File: src/rtl/tl_ul_pkg.sv
// tl_ul_pkg
// Shared TileLink-UL definitions for the A-channel FIFO and its checker.
// The data width comes from RISCV_FORMAL_XLEN. If the harness does not
// define that macro, it falls back to 64 bits.
// Contents:
//   - A/D opcode constants
//   - tl_a_beat_t, one full A-channel beat
//   - tl_a_opcode_ok(), which accepts only the opcodes a UL responder handles

`ifndef RISCV_FORMAL_XLEN
`define RISCV_FORMAL_XLEN 64
`endif

package tl_ul_pkg;

    localparam int TL_XLEN  = `RISCV_FORMAL_XLEN;
    localparam int TL_MASKW = TL_XLEN / 8;

    // A-channel opcodes
    localparam logic [2:0] TL_A_PUTFULLDATA    = 3'd0;
    localparam logic [2:0] TL_A_PUTPARTIALDATA = 3'd1;
    localparam logic [2:0] TL_A_GET            = 3'd4;
    // D-channel opcodes
    localparam logic [2:0] TL_D_ACCESSACK      = 3'd0;
    localparam logic [2:0] TL_D_ACCESSACKDATA  = 3'd1;

    typedef struct packed {
        logic [2:0]          opcode;
        logic [2:0]          param;
        logic [3:0]          size;
        logic                source;
        logic [31:0]         address;
        logic [TL_MASKW-1:0] mask;
        logic [TL_XLEN-1:0]  data;
    } tl_a_beat_t;

    function automatic logic tl_a_opcode_ok(input logic [2:0] op);
        return (op == TL_A_PUTFULLDATA) || (op == TL_A_PUTPARTIALDATA) ||
               (op == TL_A_GET);
    endfunction

endpackage

File: src/rtl/tl_a_fifo_check.sv
// tl_a_fifo_check
// Protocol monitor for the input side of tilelink_a_fifo.
// proto_err is sticky until reset. It is set for:
//   - an accepted beat with an illegal opcode, a misaligned address,
//     an oversize transfer, or a Get whose mask is not exactly the
//     addressed bytes;
//   - a stalled beat (valid && !ready last cycle) that drops valid or
//     changes payload this cycle.
// Ports:
//   clock, reset   single clock; synchronous active-high reset
//   in_valid       upstream valid
//   in_ready       FIFO ready
//   in_beat        upstream payload
//   proto_err      sticky violation flag (registered)

module tl_a_fifo_check
    import tl_ul_pkg::*;
(
    input  logic       clock,
    input  logic       reset,
    input  logic       in_valid,
    input  logic       in_ready,
    input  tl_a_beat_t in_beat,
    output logic       proto_err
);

    localparam int LB = $clog2(TL_MASKW);   // log2 of the bus width in bytes

    logic                proto_err_q, proto_err_d;
    logic                prev_valid_q, prev_valid_d;
    logic                prev_ready_q, prev_ready_d;
    tl_a_beat_t          prev_beat_q, prev_beat_d;

    logic                bad_op, bad_size, bad_align, bad_mask;
    logic                accept_bad, stall_bad;
    logic [TL_MASKW-1:0] need_mask;
    int                  off, nb;

    always_comb begin
        bad_op    = !tl_a_opcode_ok(in_beat.opcode);
        bad_size  = int'(in_beat.size) > LB;
        bad_align = (in_beat.address & ((32'd1 << in_beat.size) - 32'd1)) != 32'd0;

        // Bytes touched by the beat, within one bus word. This is only
        // meaningful when size and alignment are legal. Otherwise those
        // flags already fire.
        off       = int'(in_beat.address[LB-1:0]);
        nb        = 1 << in_beat.size;
        need_mask = '0;
        for (int i = 0; i < TL_MASKW; i++) begin
            if (i >= off && i < off + nb) need_mask[i] = 1'b1;
        end
        bad_mask  = (in_beat.opcode == TL_A_GET) && (in_beat.mask != need_mask);

        accept_bad = in_valid && in_ready &&
                     (bad_op || bad_size || bad_align || bad_mask);
        stall_bad  = prev_valid_q && !prev_ready_q &&
                     (!in_valid || (in_beat != prev_beat_q));

        proto_err_d  = proto_err_q || accept_bad || stall_bad;
        prev_valid_d = in_valid;
        prev_ready_d = in_ready;
        prev_beat_d  = in_beat;
    end

    always_ff @(posedge clock) begin
        if (reset) begin
            proto_err_q  <= 1'b0;
            prev_valid_q <= 1'b0;
            prev_ready_q <= 1'b0;
        end else begin
            proto_err_q  <= proto_err_d;
            prev_valid_q <= prev_valid_d;
            prev_ready_q <= prev_ready_d;
        end
        prev_beat_q <= prev_beat_d;
    end

    assign proto_err = proto_err_q;

`ifdef FORMAL
    always_ff @(posedge clock) begin
        if (!reset) assert (!proto_err_q);
    end
`endif

endmodule

File: src/rtl/tilelink_a_fifo.sv
// tilelink_a_fifo
// DEPTH-entry in-order FIFO on the TileLink-UL A channel. It sits between
// the tile master port and the downstream responder.
// There is no bypass: a beat written this cycle is visible next cycle.
// in_a_ready depends only on occupancy, so no combinational path runs
// from out_a_ready to in_a_ready.
// Optional checker: define TL_A_FIFO_CHECK_EN to instantiate
// tl_a_fifo_check. Without it, proto_err is tied low.
// Ports:
//   clock, reset          single clock; synchronous active-high reset
//   in_a_*                upstream A channel (valid/ready + bits)
//   out_a_*               downstream A channel; bits are the head entry
//   level                 occupied entries
//   proto_err             sticky protocol violation flag

module tilelink_a_fifo
    import tl_ul_pkg::*;
#(
    parameter int DEPTH = 4,
    parameter int XLEN  = `RISCV_FORMAL_XLEN
) (
    input  logic                       clock,
    input  logic                       reset,
    input  logic                       in_a_valid,
    output logic                       in_a_ready,
    input  logic [2:0]                 in_a_bits_opcode,
    input  logic [2:0]                 in_a_bits_param,
    input  logic [3:0]                 in_a_bits_size,
    input  logic                       in_a_bits_source,
    input  logic [31:0]                in_a_bits_address,
    input  logic [XLEN/8-1:0]          in_a_bits_mask,
    input  logic [XLEN-1:0]            in_a_bits_data,
    output logic                       out_a_valid,
    input  logic                       out_a_ready,
    output logic [2:0]                 out_a_bits_opcode,
    output logic [2:0]                 out_a_bits_param,
    output logic [3:0]                 out_a_bits_size,
    output logic                       out_a_bits_source,
    output logic [31:0]                out_a_bits_address,
    output logic [XLEN/8-1:0]          out_a_bits_mask,
    output logic [XLEN-1:0]            out_a_bits_data,
    output logic [$clog2(DEPTH):0]     level,
    output logic                       proto_err
);

    localparam int              PW   = $clog2(DEPTH);
    localparam int              CW   = PW + 1;
    localparam logic [CW-1:0]   FULL = CW'(DEPTH);

    tl_a_beat_t        mem_q [DEPTH];   // storage is intentionally not reset
    logic [PW-1:0]     wr_ptr_q, wr_ptr_d;
    logic [PW-1:0]     rd_ptr_q, rd_ptr_d;
    logic [CW-1:0]     count_q, count_d;
    logic              push, pop;
    tl_a_beat_t        in_beat, head;

    assign in_beat = '{opcode:  in_a_bits_opcode,
                       param:   in_a_bits_param,
                       size:    in_a_bits_size,
                       source:  in_a_bits_source,
                       address: in_a_bits_address,
                       mask:    in_a_bits_mask,
                       data:    in_a_bits_data};

    // Handshakes are forced low while reset is asserted, so nothing is
    // pushed or popped in a reset cycle.
    assign in_a_ready  = (count_q != FULL) && !reset;
    assign out_a_valid = (count_q != '0) && !reset;
    assign push        = in_a_valid && in_a_ready;
    assign pop         = out_a_valid && out_a_ready;

    always_comb begin
        wr_ptr_d = wr_ptr_q;
        rd_ptr_d = rd_ptr_q;
        count_d  = count_q;
        if (push) wr_ptr_d = wr_ptr_q + PW'(1);
        if (pop)  rd_ptr_d = rd_ptr_q + PW'(1);
        case ({push, pop})
            2'b10:   count_d = count_q + CW'(1);
            2'b01:   count_d = count_q - CW'(1);
            default: count_d = count_q;
        endcase
    end

    always_ff @(posedge clock) begin
        if (reset) begin
            wr_ptr_q <= '0;
            rd_ptr_q <= '0;
            count_q  <= '0;
        end else begin
            wr_ptr_q <= wr_ptr_d;
            rd_ptr_q <= rd_ptr_d;
            count_q  <= count_d;
        end
    end

    always_ff @(posedge clock) begin
        if (push) mem_q[wr_ptr_q] <= in_beat;
    end

    assign head               = mem_q[rd_ptr_q];
    assign out_a_bits_opcode  = head.opcode;
    assign out_a_bits_param   = head.param;
    assign out_a_bits_size    = head.size;
    assign out_a_bits_source  = head.source;
    assign out_a_bits_address = head.address;
    assign out_a_bits_mask    = head.mask;
    assign out_a_bits_data    = head.data;
    assign level              = count_q;

`ifdef TL_A_FIFO_CHECK_EN
    tl_a_fifo_check u_check (
        .clock     (clock),
        .reset     (reset),
        .in_valid  (in_a_valid),
        .in_ready  (in_a_ready),
        .in_beat   (in_beat),
        .proto_err (proto_err)
    );
`ifdef FORMAL
    always_ff @(posedge clock) begin
        if (!reset) assert (count_q <= FULL);
    end
`endif
`else
    assign proto_err = 1'b0;
`endif

endmodule

File: config.mk
export PLATFORM = sky130hd
export DESIGN_NAME = tilelink_a_fifo
export DESIGN_NICKNAME = d
export VERILOG_FILES = /design/src/rtl/tl_ul_pkg.sv /design/src/rtl/tl_a_fifo_check.sv /design/src/rtl/tilelink_a_fifo.sv
export SDC_FILE = /design/constraint.sdc
export NUM_CORES = 1
export LEC_CHECK = 0
export ABC_AREA = 1
export CAP_MARGIN = 20
export CORE_MARGIN = 2
export CORE_UTILIZATION = 50
export CTS_BUF_LIST = sky130_fd_sc_hd__clkbuf_4 sky130_fd_sc_hd__clkbuf_8
export DETAILED_ROUTE_END_ITERATION = 12
export DONT_BUFFER_PORTS = 1
export PLACE_DENSITY = 0.66
export SLEW_MARGIN = 20
export SYNTH_ARGS = -nofsm -noshare
export SYNTH_HDL_FRONTEND = slang
export SYNTH_HIERARCHICAL = 1
export SYNTH_SLANG_ARGS = --single-unit
File: constraint.sdc
create_clock -name clock -period 9.3 [get_ports clock]
set_input_delay 1.86 -clock clock [delete_from_list [all_inputs] [get_ports clock]]
set_output_delay 1.86 -clock clock [all_outputs]
set_load 0.03 [all_outputs]
After elaboration in Yosys (flattened, before gate mapping)
Memories as Yosys holds them, arrays and structs flattened. A register that Yosys moved wholly into a read port is not among the register bits.
Index checks and enable logic that the tools add are counted.
Word-level totals
  flip-flop bits (word level): 7
  RAM bits: 460
  output and inout port bits: 121
  logic and storage cells: 23
  memories kept: 1
Memory list
  mem_q: words 4, bits a word 115, rd ports 1, clocked after Yosys merged registers in 1, write ports 1, RTL line tilelink_a_fifo.sv:50  | tl_a_beat_t mem_q [DEPTH];
Cells by class
  add/sub/neg operators: 4
  equality and inequality tests: 3
  muxes and demuxes: 5
  reduce and logical (&&, ||, !) cells: 7
Operators with widths (count)
  3-bit one-hot mux with 2 select lines: 1
  2-bit by 1-bit adder with 2-bit output, second input constant: 2
  1-bit logical AND: 4
  2-bit two-way mux: 2
  3-bit by 1-bit adder with 3-bit output, second input constant: 1
  3-bit inequality test, second input constant: 1
  3-bit nonzero test: 1
  3-bit by 1-bit subtractor with 3-bit output, second input constant: 1
  2-bit by 1-bit equality test with 1-bit output, second input constant: 1
  2-bit equality test, second input constant: 1
  1-bit two-way mux: 2
  2-bit nonzero test: 1
  1-bit logical NOT: 1

Depth between registers and ports, before layout
Gate-level depths: netlist of run 1.
  depth after elaboration: 5
  mapped depth: 13
  depth with buffers taken out: 13

Worst setup path before layout of run 1
No wires, ideal clock.
  kind: in2reg
  from: input reset
  to: memory mem_q[0][0] (netlist bit) (enable)
  library setup time: 0.591 ns
  arrival: 7.003 ns
  required time: 8.709 ns
  slack: 1.706 ns
  cell stages on the path: 3
  buffers on the path: 0
  cells stage by stage: clkinv_1 > nand3_1 > nor2_1
Between the ends
  longest elaborated chain between the ends: 5
Ends and longest elaborated chain
  from (decl): RTL line tilelink_a_fifo.sv:23  | input logic reset,
  1-bit logical NOT: RTL line tilelink_a_fifo.sv:67  | assign in_a_ready = (count_q != FULL) && !reset;
  1-bit logical AND: RTL line tilelink_a_fifo.sv:67
  1-bit logical AND: RTL line tilelink_a_fifo.sv:69  | assign push = in_a_valid && in_a_ready;
  1-bit two-way mux: RTL line tilelink_a_fifo.sv:98  | if (push) mem_q[wr_ptr_q] <= in_beat;
  1-bit two-way mux (not written as such): RTL line tilelink_a_fifo.sv:98
  to (decl): RTL line tilelink_a_fifo.sv:50
No other way between the ends.

==> impl_metrics.xml, run 1 <==
<?xml version="1.0" encoding="UTF-8"?>
<metrics>
  <group name="logic_synthesis">
    <metric name="ys_dominant_reg_cell" unit="">edfxtp_1</metric>
    <metric name="yosysTopAreaCell" unit="">edfxtp_1</metric>
    <metric name="synth-compound-area-share" unit="">0.109</metric>
    <metric name="synth.mux.area_fraction" unit="">0</metric>
    <metric name="netlist_area" unit="mm2">0.0175</metric>
    <metric name="synth_enable_flop_cells" unit="">460</metric>
    <metric name="netlist_instances" unit="">1184</metric>
    <metric name="synth_top_family_by_area" unit="">compound AO/OA/AOI/OAI gates</metric>
    <metric name="yosysWarnings" unit="">6</metric>
    <metric name="synth-adder-area-share" unit="">0.00472</metric>
    <metric name="synthXorXnorAreaFrac" unit="">0</metric>
    <metric name="synth_nets" unit="">1309</metric>
    <metric name="yosysSeqAreaShare" unit="">0.799</metric>
    <metric name="post_synth_main_area_contributors" unit="">edfxtp_1 79%, nor2_1 5.1%, o22ai_1 4.1%</metric>
    <metric name="synth.most_common_cell" unit="">edfxtp_1</metric>
    <metric name="syn-mean-instance-area" unit="um2">14.8</metric>
    <metric name="synthArstFlopShare" unit="">0</metric>
    <metric name="netlist_top_cells_count" unit="">460 x edfxtp_1, 240 x nor2_1, 138 x o21ai_0, 115 x o22ai_1, 94 x o21ai_1</metric>
    <metric name="synth-simple-area-share" unit="">0.0562</metric>
    <metric name="synth_cell_type_count" unit="">22</metric>
    <metric name="synth_top_cell_area_share" unit="">0.789</metric>
    <metric name="synth_seq_cells" unit="">469</metric>
  </group>
  <group name="floorplan">
    <metric name="pin_count" unit="">240</metric>
    <metric name="placement_rows" unit="">68</metric>
    <metric name="die_width" unit="um">191</metric>
    <metric name="initial_utilization" unit="">0.507</metric>
    <metric name="die_area" unit="mm2">0.0365</metric>
    <metric name="core_area" unit="mm2">0.0345</metric>
    <metric name="die-height" unit="um">191</metric>
  </group>
  <group name="cells_and_area">
    <metric name="syn2layout_area_growth" unit="%">9.87</metric>
    <metric name="final_nets" unit="">1322</metric>
    <metric name="final_design_area_no_fill" unit="mm2">0.0192</metric>
    <metric name="final_cells" unit="">1708</metric>
    <metric name="drive_above_1_share" unit="">0.108</metric>
    <metric name="antenna_cells" unit="">0</metric>
  </group>
  <group name="global_routing">
    <metric name="number_of_antenna_violations_at_the_first_check_in_global_routing" unit="">0</metric>
    <metric name="grt_pass1_wl" unit="mm">53.8</metric>
    <metric name="grt.met2_usage" unit="">0.313</metric>
    <metric name="groute.usage.overall" unit="">0.195</metric>
    <metric name="grt_start_max_net_pins" unit="">122</metric>
    <metric name="use_met1" unit="">0.233</metric>
    <metric name="number_of_global_route_vias_before_repair" unit="">9621</metric>
    <metric name="globalRouteMet3Util" unit="">0.0907</metric>
    <metric name="grt-ovfl-total" unit="">0</metric>
    <metric name="grt_most_used_layer" unit="">met2</metric>
  </group>
  <group name="clock_network">
    <metric name="cts_inserted_buffers" unit="">75</metric>
    <metric name="cts.htree.levels" unit="">3</metric>
    <metric name="cts_tree" unit="">done</metric>
    <metric name="clkSinkCount" unit="">469</metric>
    <metric name="cts-hold-fix-buffers" unit="">0</metric>
    <metric name="cts.reportedPaths.clkPinSlew" unit="ns">0.06</metric>
    <metric name="post_cts.resized_instances" unit="">0</metric>
    <metric name="clockBufferDepth" unit="">3</metric>
    <metric name="buffer_count_from_post_cts_setup_fixing" unit="">0</metric>
    <metric name="clock_latency" unit="ns">0.59</metric>
    <metric name="clk_root_buffer_cell" unit="">clkbuf_8</metric>
  </group>
  <group name="timing">
    <metric name="clock_skew" unit="ns">0.0240</metric>
    <metric name="layout_worst_path_cycle_share" unit="">0.573</metric>
    <metric name="tns" unit="ns">0</metric>
    <metric name="finalHoldWorstSlack" unit="ns">0.482</metric>
    <metric name="rsz_0062_raised_after_global_routing" unit="">no</metric>
    <metric name="report.final.slew_viol_count" unit="">0</metric>
    <metric name="finalHoldViolCount" unit="">0</metric>
    <metric name="finalSetupViolations" unit="">0</metric>
    <metric name="final_period_minus_worst_setup_slack" unit="ns">5.33</metric>
    <metric name="worst-slew-pin-transition" unit="ns">1.12</metric>
    <metric name="max_freq" unit="GHz">0.188</metric>
    <metric name="timing.slew.headroom" unit="">0.255</metric>
  </group>
  <group name="min_path">
    <metric name="hold_class" unit="">register to register</metric>
    <metric name="min-delay-start" unit="">rd_ptr_q[0]</metric>
    <metric name="whs_path_depth" unit="">2</metric>
    <metric name="hold-path-endpoint" unit="">rd_ptr_q[0]</metric>
  </group>
  <group name="critical_path">
    <metric name="worstSetupEndpointType" unit="">primary output</metric>
    <metric name="cp_max_fo" unit="">121</metric>
    <metric name="critical_path_arrival" unit="ns">3.47</metric>
    <metric name="rrSetupSlack" unit="ns">6.21</metric>
    <metric name="critical_path_class" unit="">register to primary output</metric>
    <metric name="cp-start-kind" unit="">register</metric>
    <metric name="ff2ff_path_depth" unit="">5</metric>
    <metric name="timing.rr.end" unit="">mem_q[0][87]</metric>
    <metric name="required" unit="ns">7.44</metric>
    <metric name="worstReg2RegStart" unit="">level[1]</metric>
  </group>
  <group name="routing">
    <metric name="drt-wirelength-per-cell" unit="um">20.9</metric>
    <metric name="drt.antenna.violating_nets" unit="">0</metric>
    <metric name="1st_pass_router_iterations" unit="">4</metric>
    <metric name="post-route-drc-count" unit="">0</metric>
    <metric name="routed-via-count" unit="">9642</metric>
    <metric name="post_route_wl" unit="mm">35.7</metric>
    <metric name="route.detailed.vias_per_inst" unit="">5.65</metric>
    <metric name="drt_first_iter_violations" unit="">634</metric>
  </group>
  <group name="placed_design">
    <metric name="last_weighted_congestion_value_of_the_routability_driven_placer" unit="">0.734</metric>
    <metric name="placed_area" unit="mm2">0.0178</metric>
    <metric name="portBuffers" unit="">0</metric>
    <metric name="numPlacedInstances" unit="">1575</metric>
    <metric name="dp_hpwl" unit="mm">19.1</metric>
  </group>
  <group name="power">
    <metric name="power-per-cell-area" unit="mW/mm2">232</metric>
    <metric name="ir_drop_worst_case_vdd" unit="mV">0.141</metric>
    <metric name="p_leak" unit="nW">6.24</metric>
  </group>
  <group name="run_status">
    <metric name="status" unit="">completed</metric>
  </group>
  <group name="run">
    <metric name="cap_viol_max_count" unit="">0</metric>
  </group>
</metrics>
-- metrics by stage --
step,setup WS (ns),power [mW],utilization
floorplan,1.71,2.77,-
global placement,4.29,2.82,0.515
detailed placement,4.17,2.83,0.515
CTS,3.50,4.51,0.557
global route,3.67,4.63,0.557
finish,3.97,4.46,0.557
-- where the power goes --
part	switching (mW)	internal, mW
clock	0.746	0.938
combinational	0.308	0.0601
sequential	0.0240	2.38
total	1.08	3.38
-- registers in the layout, indices dropped and copies added, names as in the netlist, named ones only --
name	count
level	3
wr_ptr_q	2
rd_ptr_q	2
mem_q	460
-- layout make-up --
cell class | count | area [um2]
clock buffers | 106 | 1280
flip-flops and latches | 469 | 14000
fillers | 2780 | 15300
inverters | 20 | 82.6
repair buffers | 11 | 124
well taps | 455 | 569
clock inverters | 27 | 171
multi-input cells | 620 | 3010
-- cells by family (layout without fill, tap and decap cells) --
logic type	Yosys count	in the layout
DFF	469	469
and+or+nand+nor	260	260
other	1	1
AOI/OAI and AO/OA	353	353
adders and majority gates	6	6
buffers and inverters	95	164
-- critical path, stage by stage, from the launching register on --
cell     delay (ns)
dfxtp_4        0.55
inv_6          0.72
buf_6          0.68
o21ai_0        0.20
o22ai_1        0.64
-- cell usage in the layout, fill, tap and decap left out, types with 2 or more instances in the layout --
cell and instances:
a21oi_1 6, buf_12 3, buf_4 7, bufinv_16 2
clkbuf_4 29, clkbuf_8 77, clkinv_1 18, clkinv_2 5
clkinvlp_4 3, dfxtp_1 7, dfxtp_4 2, edfxtp_1 460
ha_1 5, inv_1 17, nand2_1 14, nand3_1 5
nor2_1 236, nor2_4 4, o21ai_0 138, o21ai_1 94
o22ai_1 115
-- worst max-delay path by stage --
stage	end	depth (start not counted)
2_1_floorplan	mem_q[0][0]	3
6_report	out_a_bits_data[7]	4
5_1_grt	out_a_bits_data[7]	4
4_1_cts	out_a_bits_data[7]	4
3_3_place_gp	out_a_bits_data[1]	4
3_5_place_dp	out_a_bits_data[7]	4
-- layer usage --
layer	vias up	routed length (um)
met3	63	3950
met1	4758	14000
li1	4506	-
met4	0	829
met5	-	0
met2	315	16900
(Power assumes the default switching activity.)
==> inputs of run 2 (changes only) <==
==> constraint.sdc (replaced) <==
create_clock -name clock -period 5.34 [get_ports clock]
set_input_delay 1.068 -clock clock [delete_from_list [all_inputs] [get_ports clock]]
set_output_delay 1.068 -clock clock [all_outputs]
set_load 0.03 [all_outputs]
==> run 2 against run 1 <==
Power grew 72%. Critical endpoint is now out_a_bits_data[9]. Critical path depth is the same. Worst setup slack lost 2.5 ns. Final area is essentially flat. Highest routed layer unchanged. Clock power grew 69%.
==> impl_metrics.xml, run 2 (synthesis results as in run 1) <==
<?xml version="1.0" encoding="UTF-8"?>
<metrics>
  <group name="routing">
    <metric name="drt.antenna.violating_nets" unit="">0</metric>
    <metric name="routed-via-count" unit="">9561</metric>
    <metric name="wl_met3" unit="mm">3.73</metric>
    <metric name="route.detailed.vias_per_inst" unit="">5.59</metric>
    <metric name="routed-wl-met2" unit="mm">16.4</metric>
    <metric name="maxUsedRoutingLayer" unit="">met4</metric>
    <metric name="drt-wirelength-per-cell" unit="um">20.8</metric>
    <metric name="detail_route.wirelength.met1" unit="mm">14.4</metric>
    <metric name="drt_first_iter_violations" unit="">639</metric>
    <metric name="post_route_wl" unit="mm">35.5</metric>
    <metric name="1st_pass_router_iterations" unit="">5</metric>
    <metric name="post-route-drc-count" unit="">0</metric>
  </group>
  <group name="min_path">
    <metric name="hold_class" unit="">register to register</metric>
  </group>
  <group name="power">
    <metric name="clockPowerShare" unit="">0.370</metric>
    <metric name="power-per-cell-area" unit="mW/mm2">399</metric>
    <metric name="netSwitchingPower" unit="mW">1.88</metric>
    <metric name="netSwitchingFraction" unit="">0.244</metric>
    <metric name="p_leak" unit="nW">6.24</metric>
    <metric name="p_int" unit="mW">5.80</metric>
    <metric name="power.share.combinational" unit="">0.085</metric>
    <metric name="seqPwrFrac" unit="">0.545</metric>
    <metric name="ir_drop_worst_case_vdd" unit="mV">0.249</metric>
  </group>
  <group name="global_routing">
    <metric name="number_of_global_route_vias_before_repair" unit="">9261</metric>
    <metric name="grt_pass1_wl" unit="mm">52.9</metric>
    <metric name="grt_start_max_net_pins" unit="">231</metric>
    <metric name="number_of_antenna_violations_at_the_first_check_in_global_routing" unit="">0</metric>
    <metric name="groute.usage.overall" unit="">0.193</metric>
    <metric name="grt-ovfl-total" unit="">0</metric>
  </group>
  <group name="floorplan">
    <metric name="pin_count" unit="">240</metric>
    <metric name="placement_rows" unit="">68</metric>
    <metric name="initial_utilization" unit="">0.507</metric>
    <metric name="die-height" unit="um">191</metric>
    <metric name="die_area" unit="mm2">0.0365</metric>
    <metric name="die_width" unit="um">191</metric>
    <metric name="core_area" unit="mm2">0.0345</metric>
  </group>
  <group name="critical_path">
    <metric name="required" unit="ns">4.27</metric>
    <metric name="cp_max_fo" unit="">100</metric>
    <metric name="worstSetupEndpointType" unit="">primary output</metric>
    <metric name="cp-start-kind" unit="">register</metric>
    <metric name="critical_path_class" unit="">register to primary output</metric>
    <metric name="critical_path_arrival" unit="ns">2.80</metric>
  </group>
  <group name="timing">
    <metric name="report.final.slew_viol_count" unit="">0</metric>
    <metric name="clock_skew" unit="ns">0.0251</metric>
    <metric name="finalSetupViolations" unit="">0</metric>
    <metric name="finalHoldViolCount" unit="">0</metric>
    <metric name="layout_worst_path_cycle_share" unit="">0.724</metric>
    <metric name="rsz_0062_raised_after_global_routing" unit="">no</metric>
    <metric name="timing.slew.headroom" unit="">0.283</metric>
    <metric name="worst-slew-pin-transition" unit="ns">1.08</metric>
    <metric name="final_period_minus_worst_setup_slack" unit="ns">3.87</metric>
    <metric name="max_freq" unit="GHz">0.259</metric>
  </group>
  <group name="placed_design">
    <metric name="dp_hpwl" unit="mm">19.1</metric>
    <metric name="placed_area" unit="mm2">0.0179</metric>
    <metric name="numPlacedInstances" unit="">1580</metric>
    <metric name="last_weighted_congestion_value_of_the_routability_driven_placer" unit="">0.740</metric>
    <metric name="portBuffers" unit="">0</metric>
  </group>
  <group name="clock_network">
    <metric name="clockBufferDepth" unit="">3</metric>
    <metric name="clk_root_buffer_cell" unit="">clkbuf_8</metric>
    <metric name="post_cts.resized_instances" unit="">0</metric>
    <metric name="cts.reportedPaths.clkPinSlew" unit="ns">0.06</metric>
    <metric name="cts_inserted_buffers" unit="">74</metric>
    <metric name="buffer_count_from_post_cts_setup_fixing" unit="">0</metric>
    <metric name="clkSinkCount" unit="">469</metric>
    <metric name="cts_tree" unit="">done</metric>
    <metric name="cts.htree.levels" unit="">3</metric>
    <metric name="clock_latency" unit="ns">0.60</metric>
    <metric name="cts-hold-fix-buffers" unit="">0</metric>
  </group>
  <group name="cells_and_area">
    <metric name="registers.top_by_ff_count" unit="">mem_q</metric>
    <metric name="final_design_area_no_fill" unit="mm2">0.0192</metric>
    <metric name="largest_reg_flops" unit="">460</metric>
    <metric name="final_cells" unit="">1710</metric>
    <metric name="mostFrequentLayoutCells" unit="">460 x edfxtp_1, 236 x nor2_1, 138 x o21ai_0</metric>
    <metric name="utilization" unit="">0.557</metric>
    <metric name="drive_above_1_share" unit="">0.103</metric>
    <metric name="antenna_cells" unit="">0</metric>
    <metric name="syn2layout_area_growth" unit="%">9.90</metric>
    <metric name="final_nets" unit="">1326</metric>
    <metric name="n_fill_cell" unit="">2756</metric>
    <metric name="final_common_cell" unit="">edfxtp_1</metric>
  </group>
  <group name="run_status">
    <metric name="status" unit="">completed</metric>
  </group>
  <group name="run">
    <metric name="cap_viol_max_count" unit="">0</metric>
  </group>
</metrics>
-- run 2: cell types whose count changed in the layout (fill, tap and decap cells not counted) --
| cell | before | now |
|---|---|---|
| clkbuf_4 | 29 | 20 |
| buf_12 | 3 | 6 |
| clkbuf_8 | 77 | 75 |
| buf_6 | 1 | 0 |
| clkinv_1 | 18 | 26 |
| buf_4 | 7 | 10 |
-- run 2: metrics by stage --
step	power, mW	hold slack [ns]	TNS [ns]	setup WS, ns
after floorplan	4.83	0.447	-672.64	-1.46
after global placement	4.92	0.457	0	2.20
after detailed placement	4.93	0.468	0	2.17
after CTS	7.77	0.476	0	1.48
after global routing	7.97	0.497	0	1.34
final	7.68	0.476	0	1.47
-- run 2: cell type report --
type	instances	area, um2	area share
Multi-Input combinational cell	620	3010	0.157
Inverter	20	82.6	0.00429
Timing Repair Buffer	16	195	0.0101
Clock buffer	95	1180	0.0614
Clock inverter	35	201	0.0105
Sequential cell	469	14000	0.728
Tap cell	455	569	0.0296
-- run 2: path summary, 6_finish.rpt --
| path | endpoint | slack, ns | cells past startpoint | start |
|---|---|---|---|---|
| hold / removal | rd_ptr_q[0] | 0.48 | 2 | rd_ptr_q[0] |
| hold reg to reg | rd_ptr_q[0] | 0.48 | 2 | rd_ptr_q[0] |
| setup / recovery | out_a_bits_data[9] | 1.47 | 4 | register |
| setup reg to reg | mem_q[0][82] | 2.71 | 5 | level[1] |
-- run 2: metal layers --
| layer | track usage | vias to the layer above |
|---|---|---|
| met2 | 0.298 | 342 |
| li1 | - | 4509 |
| met5 | 0 | - |
| met4 | 0.0728 | 0 |
| met1 | 0.239 | 4648 |
| met3 | 0.0854 | 62 |
-- run 2: worst max-delay path, cell delays in order, from the launching register on --
cell and delay, ns:
dfxtp_4 0.37, inv_6 0.55, buf_12 0.33, o21ai_0 0.12, o22ai_1 0.66
-- run 2: power groups by stage --
stage / sequential [mW] / clock (mW) / combinational [mW]
2_1_floorplan: 4.27 / 0 / 0.555
3_3_place_gp: 4.26 / 0 / 0.656
3_5_place_dp: 4.26 / 0 / 0.663
4_1_cts: 4.19 / 2.92 / 0.664
5_1_grt: 4.19 / 3.08 / 0.703
6_report: 4.19 / 2.84 / 0.655
==> inputs of run 3 (changes only) <==
--- a/config.mk
+++ b/config.mk
@@ -12,7 +12,7 @@
 export CTS_BUF_LIST = sky130_fd_sc_hd__clkbuf_4 sky130_fd_sc_hd__clkbuf_8
 export DETAILED_ROUTE_END_ITERATION = 12
 export DONT_BUFFER_PORTS = 1
-export PLACE_DENSITY = 0.66
+export PLACE_DENSITY = 0.69
 export SLEW_MARGIN = 20
 export SYNTH_ARGS = -nofsm -noshare
 export SYNTH_HDL_FRONTEND = slang
==> constraint.sdc (replaced) <==
create_clock -name clock -period 3.2 [get_ports clock]
set_input_delay 0.64 -clock clock [delete_from_list [all_inputs] [get_ports clock]]
set_output_delay 0.64 -clock clock [all_outputs]
set_load 0.03 [all_outputs]
==> run 3 against run 2 <==
Routed wire length rose by 3.5%. Power rose by 70%. Flip-flop and latch count did not move. Combinational power rose by 120%. Worst setup slack got worse by 1.2 ns. Final area rose by 5.3%. First-iteration DRC count fell by 1.7%. Hold slack got worse by 0.36 ns. Clock skew fell by 0.0055 ns. Sequential power rose by 67%.
==> impl_metrics.xml, run 3 (synthesis results as in run 1) <==
<?xml version="1.0" encoding="UTF-8"?>
<metrics>
  <group name="timing">
    <metric name="layout_worst_path_cycle_share" unit="">0.926</metric>
    <metric name="clock_skew" unit="ns">0.0195</metric>
    <metric name="tns" unit="ns">0</metric>
    <metric name="timing.slew.headroom" unit="">0.445</metric>
    <metric name="finalSetupViolations" unit="">0</metric>
    <metric name="worst-slew-pin-transition" unit="ns">0.833</metric>
    <metric name="rsz_0062_raised_after_global_routing" unit="">no</metric>
    <metric name="final_period_minus_worst_setup_slack" unit="ns">2.96</metric>
    <metric name="max_freq" unit="GHz">0.338</metric>
    <metric name="finalHoldViolCount" unit="">0</metric>
    <metric name="report.final.slew_viol_count" unit="">0</metric>
    <metric name="setup_slack" unit="ns">0.237</metric>
  </group>
  <group name="min_path">
    <metric name="hold-path-endpoint" unit="">mem_q[0][77]</metric>
    <metric name="whs_path_depth" unit="">0</metric>
    <metric name="hold_class" unit="">primary input to register</metric>
    <metric name="min-delay-start" unit="">in_a_bits_address[5]</metric>
  </group>
  <group name="critical_path">
    <metric name="critical_path_class" unit="">register to primary output</metric>
    <metric name="timing.rr.end" unit="">mem_q[3][62]</metric>
    <metric name="worstReg2RegStart" unit="">level[1]</metric>
    <metric name="critical_path_arrival" unit="ns">2.32</metric>
    <metric name="rrSetupSlack" unit="ns">0.94</metric>
    <metric name="required" unit="ns">2.56</metric>
    <metric name="worstSetupEndpointType" unit="">primary output</metric>
    <metric name="cp_max_fo" unit="">60</metric>
    <metric name="cp-start-kind" unit="">register</metric>
    <metric name="ff2ff_path_depth" unit="">5</metric>
  </group>
  <group name="cells_and_area">
    <metric name="registers.top_by_ff_count" unit="">mem_q</metric>
    <metric name="mostFrequentLayoutCells" unit="">460 x edfxtp_1, 236 x nor2_1, 138 x o21ai_0</metric>
    <metric name="n_fill_cell" unit="">2601</metric>
    <metric name="utilization" unit="">0.587</metric>
    <metric name="final_nets" unit="">1453</metric>
    <metric name="syn2layout_area_growth" unit="%">15.7</metric>
    <metric name="final_common_cell" unit="">edfxtp_1</metric>
    <metric name="drive_above_1_share" unit="">0.188</metric>
    <metric name="antenna_cells" unit="">0</metric>
    <metric name="largest_reg_flops" unit="">460</metric>
  </group>
  <group name="routing">
    <metric name="route.detailed.vias_per_inst" unit="">5.57</metric>
    <metric name="detail_route.wirelength.met1" unit="mm">14.4</metric>
    <metric name="post_route_wl" unit="mm">36.8</metric>
    <metric name="routed-wl-met2" unit="mm">17.3</metric>
    <metric name="wl_met3" unit="mm">4.18</metric>
    <metric name="drt_first_iter_violations" unit="">628</metric>
    <metric name="routed-via-count" unit="">10200</metric>
    <metric name="1st_pass_router_iterations" unit="">5</metric>
    <metric name="maxUsedRoutingLayer" unit="">met4</metric>
    <metric name="drt-wirelength-per-cell" unit="um">20.1</metric>
    <metric name="drt.antenna.violating_nets" unit="">0</metric>
    <metric name="post-route-drc-count" unit="">0</metric>
  </group>
  <group name="floorplan">
    <metric name="die-height" unit="um">191</metric>
    <metric name="core_area" unit="mm2">0.0345</metric>
    <metric name="initial_utilization" unit="">0.507</metric>
    <metric name="pin_count" unit="">240</metric>
    <metric name="die_area" unit="mm2">0.0365</metric>
    <metric name="die_width" unit="um">191</metric>
    <metric name="placement_rows" unit="">68</metric>
  </group>
  <group name="power">
    <metric name="p_leak" unit="nW">6.86</metric>
    <metric name="power-per-cell-area" unit="mW/mm2">643</metric>
    <metric name="netSwitchingPower" unit="mW">3.17</metric>
    <metric name="power.share.combinational" unit="">0.108</metric>
    <metric name="design_power_total" unit="mW">13.0</metric>
    <metric name="seqPwrFrac" unit="">0.536</metric>
    <metric name="ir_drop_worst_case_vdd" unit="mV">0.440</metric>
    <metric name="p_int" unit="mW">9.86</metric>
    <metric name="netSwitchingFraction" unit="">0.243</metric>
    <metric name="clockPowerShare" unit="">0.355</metric>
  </group>
  <group name="clock_network">
    <metric name="clockBufferDepth" unit="">3</metric>
    <metric name="cts_inserted_buffers" unit="">75</metric>
    <metric name="cts.reportedPaths.clkPinSlew" unit="ns">0.06</metric>
    <metric name="post_cts.resized_instances" unit="">0</metric>
    <metric name="cts.htree.levels" unit="">3</metric>
    <metric name="buffer_count_from_post_cts_setup_fixing" unit="">0</metric>
    <metric name="clock_latency" unit="ns">0.61</metric>
    <metric name="cts-hold-fix-buffers" unit="">0</metric>
    <metric name="clkSinkCount" unit="">469</metric>
    <metric name="cts_tree" unit="">done</metric>
    <metric name="clk_root_buffer_cell" unit="">clkbuf_8</metric>
  </group>
  <group name="placed_design">
    <metric name="dp_worst_setup_slack" unit="ns">0.848</metric>
    <metric name="portBuffers" unit="">0</metric>
    <metric name="last_weighted_congestion_value_of_the_routability_driven_placer" unit="">0.734</metric>
    <metric name="dp_hpwl" unit="mm">20.7</metric>
  </group>
  <group name="run_status">
    <metric name="status" unit="">completed</metric>
  </group>
  <group name="global_routing">
    <metric name="grt-ovfl-total" unit="">0</metric>
    <metric name="groute.usage.overall" unit="">0.202</metric>
    <metric name="grt_start_max_net_pins" unit="">139</metric>
    <metric name="number_of_global_route_vias_before_repair" unit="">10300</metric>
    <metric name="grt_pass1_wl" unit="mm">56.1</metric>
    <metric name="number_of_antenna_violations_at_the_first_check_in_global_routing" unit="">1</metric>
  </group>
  <group name="run">
    <metric name="cap_viol_max_count" unit="">0</metric>
  </group>
</metrics>
[run 3: final cells by class]
class	count	area (um2)	area share
flip-flops and latches	469	14000	0.691
repair buffers	142	1240	0.0612
clock inverters	24	106	0.00525
multi-input cells	620	3020	0.149
clock buffers	101	1240	0.0612
well taps	455	569	0.0281
inverters	20	82.6	0.00408
[run 3: power groups by stage]
stage          logic (mW)  clock network [mW]  registers (mW)
3_5_place_dp         1.42                   0            7.11
2_1_floorplan       0.934                   0            7.10
3_3_place_gp         1.40                   0            7.10
5_1_grt              1.51                5.03            6.99
4_1_cts              1.42                4.76            6.98
6_report             1.41                4.63            6.98
[run 3: metrics by stage]
step                      cells  cell area, um2  hold WS (ns)
after floorplan            1184           17600         0.447
after global placement     1706           18900         0.460
after detailed placement   1706           18900         0.466
after CTS                  1831           20300        0.0720
after global routing       1831           20300        0.0802
final                      1831           20300         0.120
[run 3: layer usage]
layer  vias up  GRT usage
li1       4761          -
met1      4998      0.244
met2       379      0.326
met3        59     0.0835
met4         0     0.0749
met5         -          0
[run 3: worst max-delay path by stage]
stage | end | slack, ns | cells after the start | from
6_report | out_a_bits_data[7] | 0.24 | 5 | register
5_1_grt | out_a_bits_data[51] | 0.07 | 5 | register
4_1_cts | out_a_bits_data[51] | 0.18 | 5 | register
3_5_place_dp | out_a_bits_data[51] | 0.85 | 5 | register
3_3_place_gp | out_a_bits_data[51] | 0.87 | 5 | register
2_1_floorplan | mem_q[0][0] | 0.08 | 3 | reset
[run 3: critical path: stages, from the launching register on]
cell,delay [ns]
dfxtp_4,0.41
inv_6,0.40
buf_4,0.40
nor2_1,0.09
o22ai_1,0.21
buf_4,0.20
